$ cat config.mk
export PLATFORM = sky130hd
export DESIGN_NAME = hazard_ctrl_unit
export DESIGN_NICKNAME = d
export VERILOG_FILES = /design/src/rtl/hazard_ctrl_unit_pkg.sv /design/src/rtl/hazard_ctrl_unit_fwd_select.sv /design/src/rtl/hazard_ctrl_unit.sv
export SDC_FILE = /design/constraint.sdc
export NUM_CORES = 1
export LEC_CHECK = 0
export ABC_AREA = 1
export CAP_MARGIN = 25
export CORE_MARGIN = 1.5
export CORE_UTILIZATION = 41
export CTS_CLUSTER_DIAMETER = 50
export DETAILED_ROUTE_END_ITERATION = 12
export PLACE_DENSITY = 0.84
export SETUP_SLACK_MARGIN = 0.1
export SLEW_MARGIN = 30
export SYNTH_ARGS = -nofsm -noshare
export SYNTH_HDL_FRONTEND = slang
export SYNTH_SLANG_ARGS = --single-unit
$ cat constraint.sdc
create_clock -name clk -period 2.4 [get_ports clk]
set_input_delay 0.48 -clock clk [delete_from_list [all_inputs] [get_ports clk]]
set_output_delay 0.48 -clock clk [all_outputs]
set_load 0.02 [all_outputs]
$ cat src/rtl/hazard_ctrl_unit_pkg.sv
// Shared definitions for the 5-stage pipeline hazard sequencer.
// Latency: n/a (types and constants only).
// Backpressure: n/a.
package hazard_ctrl_unit_pkg;

    // Sequencer states, 2-bit encoded.
    typedef enum logic [1:0] {
        RUN    = 2'd0,
        STALL  = 2'd1,
        DRAIN  = 2'd2,
        HALTED = 2'd3
    } hcu_state_e;

    // Operand source select latched into ID/EX.
    localparam logic [1:0] FWD_REG   = 2'd0;  // register file
    localparam logic [1:0] FWD_EXMEM = 2'd1;  // EX/MEM result
    localparam logic [1:0] FWD_MEMWB = 2'd2;  // MEM/WB result

endpackage

$ cat src/rtl/hazard_ctrl_unit_fwd_select.sv
// Operand forwarding select for one source register of the ID instruction.
// Latency: purely combinational, zero cycles.
// Backpressure: none; output follows inputs every cycle.
//
// Ports: i_src (source reg), i_ex_rd/i_ex_regwrite (EX producer),
//        i_mem_rd/i_mem_regwrite (MEM producer), o_fwd (FWD_* select).
module hazard_ctrl_unit_fwd_select
    import hazard_ctrl_unit_pkg::*;
#(
    parameter int REG_ADDR_W = 4
) (
    input  logic [REG_ADDR_W-1:0] i_src,
    input  logic [REG_ADDR_W-1:0] i_ex_rd,
    input  logic                  i_ex_regwrite,
    input  logic [REG_ADDR_W-1:0] i_mem_rd,
    input  logic                  i_mem_regwrite,
    output logic [1:0]            o_fwd
);

    logic w_ex_hit;
    logic w_mem_hit;

    // Register 0 is hardwired, so a write to it is never a real producer.
    assign w_ex_hit  = i_ex_regwrite  && (i_ex_rd  != '0) && (i_ex_rd  == i_src);
    assign w_mem_hit = i_mem_regwrite && (i_mem_rd != '0) && (i_mem_rd == i_src);

    // The younger producer (EX) holds the most recent value and wins.
    always_comb begin
        o_fwd = FWD_REG;
        if (w_ex_hit) begin
            o_fwd = FWD_EXMEM;
        end else if (w_mem_hit) begin
            o_fwd = FWD_MEMWB;
        end
    end

endmodule

$ cat src/rtl/hazard_ctrl_unit.sv
// Pipeline sequencer: load-use stalls, taken-branch flushes, HLT drain/halt, forwarding selects.
// Latency: control outputs are combinational on current state + ID/EX/MEM info; state advances per clk.
// Backpressure: stalls PC and IF/ID via enables; bubbles via ID/EX clear; HALTED freezes everything.
//
// Ports:
//   clk, rst_n                 clock, asynchronous active-low reset
//   id_rs/id_rt/id_uses_*      sources of the instruction in ID; id_hlt marks HLT
//   ex_rd/ex_regwrite/ex_memread   destination info of the instruction in EX
//   mem_rd/mem_regwrite        destination info of the instruction in MEM
//   mem_branch_taken           redirect resolved in MEM
//   pc_write_en, if_id_write_en, if_id_clear, id_ex_write_en, id_ex_clear, ex_mem_clear
//   forwardA/forwardB          operand selects (FWD_* encoding)
//   halted                     core halted (sticky until reset)
//   stall_cnt/flush_cnt        saturating event counters, present only with HAZARD_PERF_CNT_EN
module hazard_ctrl_unit
    import hazard_ctrl_unit_pkg::*;
#(
    parameter int REG_ADDR_W        = 4,
    parameter int LOAD_STALL_CYCLES = 1,
    parameter int DRAIN_CYCLES      = 3
) (
    input  logic                  clk,
    input  logic                  rst_n,
    input  logic [REG_ADDR_W-1:0] id_rs,
    input  logic [REG_ADDR_W-1:0] id_rt,
    input  logic                  id_uses_rs,
    input  logic                  id_uses_rt,
    input  logic                  id_hlt,
    input  logic [REG_ADDR_W-1:0] ex_rd,
    input  logic                  ex_regwrite,
    input  logic                  ex_memread,
    input  logic [REG_ADDR_W-1:0] mem_rd,
    input  logic                  mem_regwrite,
    input  logic                  mem_branch_taken,
    output logic                  pc_write_en,
    output logic                  if_id_write_en,
    output logic                  if_id_clear,
    output logic                  id_ex_write_en,
    output logic                  id_ex_clear,
    output logic                  ex_mem_clear,
    output logic [1:0]            forwardA,
    output logic [1:0]            forwardB,
    output logic                  halted
`ifdef HAZARD_PERF_CNT_EN
    ,
    output logic [15:0]           stall_cnt,
    output logic [15:0]           flush_cnt
`endif
);

    localparam int CNT_MAX = (DRAIN_CYCLES > LOAD_STALL_CYCLES) ? DRAIN_CYCLES : LOAD_STALL_CYCLES;
    localparam int CNT_W   = (CNT_MAX < 2) ? 1 : $clog2(CNT_MAX + 1);

    localparam logic [CNT_W-1:0] DRAIN_LOAD = CNT_W'(DRAIN_CYCLES);
    localparam logic [CNT_W-1:0] STALL_LOAD = CNT_W'(LOAD_STALL_CYCLES - 1);
    localparam logic [CNT_W-1:0] CNT_ONE    = CNT_W'(1);

    hcu_state_e       r_state;
    hcu_state_e       w_nxt_state;
    logic [CNT_W-1:0] r_cnt;
    logic [CNT_W-1:0] w_nxt_cnt;

    logic w_load_use;
    logic w_bubble;
    logic w_pc_we;
    logic w_if_id_we;
    logic w_if_id_clr;
    logic w_id_ex_we;
    logic w_id_ex_clr;
    logic w_ex_mem_clr;

    // ------------------------------------------------------------------
    // Forwarding selects
    // ------------------------------------------------------------------
    hazard_ctrl_unit_fwd_select #(.REG_ADDR_W(REG_ADDR_W)) u_fwd_rs (
        .i_src          (id_rs),
        .i_ex_rd        (ex_rd),
        .i_ex_regwrite  (ex_regwrite),
        .i_mem_rd       (mem_rd),
        .i_mem_regwrite (mem_regwrite),
        .o_fwd          (forwardA)
    );

    hazard_ctrl_unit_fwd_select #(.REG_ADDR_W(REG_ADDR_W)) u_fwd_rt (
        .i_src          (id_rt),
        .i_ex_rd        (ex_rd),
        .i_ex_regwrite  (ex_regwrite),
        .i_mem_rd       (mem_rd),
        .i_mem_regwrite (mem_regwrite),
        .o_fwd          (forwardB)
    );

    // A load in EX cannot forward in time; only real reads of a nonzero reg count.
    assign w_load_use = ex_memread && (ex_rd != '0) &&
                        ((id_uses_rs && (ex_rd == id_rs)) ||
                         (id_uses_rt && (ex_rd == id_rt)));

    // ------------------------------------------------------------------
    // Control outputs and next state. Outputs are Mealy so that a hazard
    // seen in ID takes effect in the same cycle.
    // ------------------------------------------------------------------
    always_comb begin
        w_nxt_state  = r_state;
        w_nxt_cnt    = r_cnt;
        w_bubble     = 1'b0;
        w_pc_we      = 1'b1;
        w_if_id_we   = 1'b1;
        w_if_id_clr  = 1'b0;
        w_id_ex_we   = 1'b1;
        w_id_ex_clr  = 1'b0;
        w_ex_mem_clr = 1'b0;

        if (r_state == HALTED) begin
            w_pc_we    = 1'b0;
            w_if_id_we = 1'b0;
            w_id_ex_we = 1'b0;
        end else if (mem_branch_taken) begin
            // Everything younger than MEM is on the wrong path, including
            // any pending stall or an HLT being drained.
            w_if_id_clr  = 1'b1;
            w_id_ex_clr  = 1'b1;
            w_ex_mem_clr = 1'b1;
            w_nxt_state  = RUN;
            w_nxt_cnt    = '0;
        end else if (r_state == DRAIN) begin
            // Fetch frozen and front end emptied; EX/MEM keeps retiring.
            w_pc_we     = 1'b0;
            w_if_id_clr = 1'b1;
            w_id_ex_clr = 1'b1;
            if (r_cnt <= CNT_ONE) begin
                w_nxt_state = HALTED;
                w_nxt_cnt   = '0;
            end else begin
                w_nxt_cnt = r_cnt - CNT_ONE;
            end
        end else if (id_hlt) begin
            w_pc_we     = 1'b0;
            w_if_id_clr = 1'b1;
            w_id_ex_clr = 1'b1;
            if (DRAIN_CYCLES == 0) begin
                w_nxt_state = HALTED;
                w_nxt_cnt   = '0;
            end else begin
                w_nxt_state = DRAIN;
                w_nxt_cnt   = DRAIN_LOAD;
            end
        end else if (r_state == STALL) begin
            w_pc_we     = 1'b0;
            w_if_id_we  = 1'b0;
            w_id_ex_clr = 1'b1;
            w_bubble    = 1'b1;
            if (r_cnt <= CNT_ONE) begin
                w_nxt_state = RUN;
                w_nxt_cnt   = '0;
            end else begin
                w_nxt_cnt = r_cnt - CNT_ONE;
            end
        end else if (w_load_use) begin
            // First bubble is inserted right away; extra ones come from STALL.
            w_pc_we     = 1'b0;
            w_if_id_we  = 1'b0;
            w_id_ex_clr = 1'b1;
            w_bubble    = 1'b1;
            if (LOAD_STALL_CYCLES > 1) begin
                w_nxt_state = STALL;
                w_nxt_cnt   = STALL_LOAD;
            end
        end
    end

    always_ff @(posedge clk or negedge rst_n) begin
        if (!rst_n) begin
            r_state <= RUN;
            r_cnt   <= '0;
        end else begin
            r_state <= w_nxt_state;
            r_cnt   <= w_nxt_cnt;
        end
    end

    assign pc_write_en    = w_pc_we;
    assign if_id_write_en = w_if_id_we;
    assign if_id_clear    = w_if_id_clr;
    assign id_ex_write_en = w_id_ex_we;
    assign id_ex_clear    = w_id_ex_clr;
    assign ex_mem_clear   = w_ex_mem_clr;
    assign halted         = (r_state == HALTED);

`ifdef HAZARD_PERF_CNT_EN
    // ------------------------------------------------------------------
    // Saturating event counters
    // ------------------------------------------------------------------
    logic [15:0] r_stall_cnt;
    logic [15:0] r_flush_cnt;

    always_ff @(posedge clk or negedge rst_n) begin
        if (!rst_n) begin
            r_stall_cnt <= '0;
            r_flush_cnt <= '0;
        end else begin
            if (w_bubble && (r_stall_cnt != 16'hFFFF)) begin
                r_stall_cnt <= r_stall_cnt + 16'd1;
            end
            if (mem_branch_taken && (r_flush_cnt != 16'hFFFF)) begin
                r_flush_cnt <= r_flush_cnt + 16'd1;
            end
        end
    end

    assign stall_cnt = r_stall_cnt;
    assign flush_cnt = r_flush_cnt;
`endif

endmodule

==> impl_metrics.py <==
metrics = {
    "global_route": {
        "grt_max_degree": 7,
        "globalRouteOverflowTotal": 0,
        "antenna_found_initial": 0,
        "grt_pass1_wl_um": 3443,
        "grt_usage_pct": 24.02,
        "grt_pass1_vias": 901,
    },
    "timing": {
        "fin_crit_ps": 2230,
        "timing.slew.headroom_pct": 80.72,
        "rsz0062_at_grt": "false",
        "finalClockSkew_ps": 5.542,
        "setup_violations": 0,
        "min_period_over_period_pct": 92.93,
        "fmax_mhz": 448.4,
        "hold_viol_final": 0,
        "worst_hold_slack_ps": 445.6,
        "slew_viol_final": 0,
        "tightestPinTransition_ps": 289.2,
    },
    "floorplan": {
        "fp.coreArea_mm2": 0.001506,
        "io_pins": 36,
        "die_y_um": 43.07,
        "rows": 14,
        "start_util_pct": 43.69,
        "die_area_mm2": 0.001855,
        "chipWidth_um": 43.07,
    },
    "cells_and_area": {
        "seq_area_um2": 100.1,
        "fin_util_pct": 76.25,
        "drive_above_1_share_pct": 24.70,
        "antenna_cells": 0,
        "area_delta_synth_final_pct": 74.52,
        "fillCellCount": 117,
        "nets": 196,
        "multi_input_area_um2": 456.7,
    },
    "setup_path": {
        "startpoint_type": "input port",
        "critical_path_class": "input port to output pin",
        "crit_path_end_kind": "output pin",
        "worstPathRequired_ps": 1920,
        "ff2ff_setup_slack_ps": 950,
        "cp_max_fo": 3,
        "arrival_ps": 1750,
    },
    "job": {
        "drv_cap": 0,
    },
    "clocking": {
        "cts_made_buffers": 3,
        "cts.path.max_buffers": 2,
        "cts_root_buffer": "clkbuf_4",
        "cts_tree": "done",
        "worstSkewPairLatency_ps": 230,
        "cts_hold_buf": 0,
        "ctsHtreeMaxLevel": 1,
        "post-cts-setup-buffer-count": 0,
        "clkSinkCount": 4,
        "clkSlewWorstSetupHoldPaths_ps": 40,
    },
    "power": {
        "intPower_uw": 319.6,
        "power_frac_comb_pct": 65.1,
        "pwr-share-clk_pct": 14.4,
        "switching_share_pct": 44.68,
        "vdd_drop_max_mv": 0.3948,
        "p_sw_uw": 258.1,
        "p_leak_uw": 0.0006819,
        "power_density_mw_per_mm2": 503.0,
        "pwr-share-seq_pct": 20.5,
    },
    "drt": {
        "via_per_inst": 4.786,
        "first_iter_violations": 10,
        "wl_per_cell_um": 11.52,
        "ant_nets": 0,
        "drc": 0,
        "firstDrtPassIters": 4,
        "wl_um": 2096,
        "vias": 871,
    },
    "status": {
        "status": "finished clean",
    },
    "placement": {
        "port_buffers": 35,
        "gp_congestion": 0.8258,
        "dp_hpwl_um": 1716,
    },
    "synthesis": {
        "synth.largest_area_cell": "nand2_1",
        "yosysSeqAreaShare_pct": 15.21,
        "syn_area_per_cell_um2": 5.773,
        "synth_area_um2": 658.1,
        "post_synth_num_cell_types": 22,
        "ys_warn_count": 0,
        "syn_inst": 114,
        "yosys-top-cells-area": "nand2_1 21%, dfrtp_1 15%, inv_1 12%",
        "synth_top_area_share_pct": 20.53,
        "synth_seq_cells": 4,
        "syn_nets": 142,
    },
    "worst_hold_path": {
        "min-delay-path-class": "input port to asynchronous set/reset pin",
    },
}
## through the flow
step	instance area (um2)	power, uW	setup slack (ps)	TNS, ps	std cells
after floorplan	658.1	341.3	411.2	0	114
after global routing	1149	618.1	112.8	0	182
after CTS	1132	576.9	98.87	0	182
final	1149	577.7	169.7	0	182
after detailed placement	1134	510.5	-418.6	-2562	179
after global placement	1134	490.3	-373.4	-2257	179
## cells in the mapped netlist
library cell  instances
nor2_1               12
inv_2                 3
ha_1                  3
buf_4                 2
nand3_1               2
clkinvlp_4            1
a21oi_1               1
xor2_1                4
inv_1                21
o31ai_1               1
o21ai_0               2
o21ai_1               4
o21ai_2               1
nand2_1              36
nor2_2                4
dfrtp_1               4
nand2b_1              1
nor4_1                2
nand2_2               2
a31oi_4               1
xnor2_1               4
nand4_1               3
## critical path, cell delays in order
cell	delay [ps]
clkdlybuf4s50_1	490
inv_2	50
nor2_1	110
clkdlybuf4s50_1	620
## per-layer routing
layer	vias to the layer above	wire, um	global-route usage, %
met3	2	118	2.979
met2	28	1139	48.18
li1	450	-	-
met1	391	824	25.19
met5	-	0	0
met4	0	14	7.273
## layout make-up
cell class	instances	area share (%)
inverters	25	8.497
clock buffers	3	1.961
repair buffers	51	39.32
multi-input cells	83	39.76
flip-flops and latches	4	8.715
well taps	16	1.743
## timing repair
action	4_1_cts	5_1_grt
resized for setup	35	10
endpoints found under the hold margin	0	0
endpoints found under the setup margin	8	7
pin swaps	0	1
gates cloned	0	0
## placed cells by master (no fill, tap or decap)
cell type and instances:
xor2_1 4, clkbuf_4 3, nand2b_1 1, nand4_1 3, a31oi_4 1, nor4_1 1
o21ai_0 2, dfrtp_1 4, nor4_2 1, dlymetal6s2s_1 8, o31ai_1 1, nand2_2 2
inv_2 3, ha_1 3, xnor2_1 4, buf_2 6, dlygate4sd2_1 5, nand2_1 36
a21oi_1 1, buf_4 17, nor2_1 10, o21ai_2 1, clkinvlp_4 1, inv_1 21
nor2_2 6, o21ai_1 4, clkdlybuf4s50_1 15, nand3_1 2
## logic make-up after synthesis
| logic type | after synthesis | share of synthesized area, % |
|---|---|---|
| AND/OR/NAND/NOR | 62 | 40.30 |
| buffers and inverters | 27 | 17.11 |
| AO/OA/AOI/OAI | 10 | 11.03 |
| XOR/XNOR | 8 | 10.65 |
| flip-flops | 4 | 15.21 |
| adder cells (fa/ha/maj) | 3 | 5.704 |
## worst paths after layout
path,depth (start not counted),start,to
worst min-delay path,1,rst_n,r_state[0]
worst max-delay path,4,mem_branch_taken,ex_mem_clear
min in group clk,2,r_cnt[1],r_cnt[1]
max in group asynchronous,1,rst_n,r_cnt[1]
worst min register to register,2,r_cnt[1],r_cnt[1]
worst max register to register,5,r_state[0],r_state[1]
## power by group through the flow
stage / Sequential (uW) / Clock [uW] / Combinational, uW
final: 119 / 83.0 / 376
after CTS: 119 / 83.7 / 374
after global placement: 117 / 0 / 373
after detailed placement: 120 / 0 / 390
after global routing: 122 / 84.2 / 412
after floorplan: 112 / 0 / 229
## state kept, by name (all words and copies together), names as in the netlist
name,flops
r_cnt,2
r_state,2
Power figures use the tool's default switching activity.
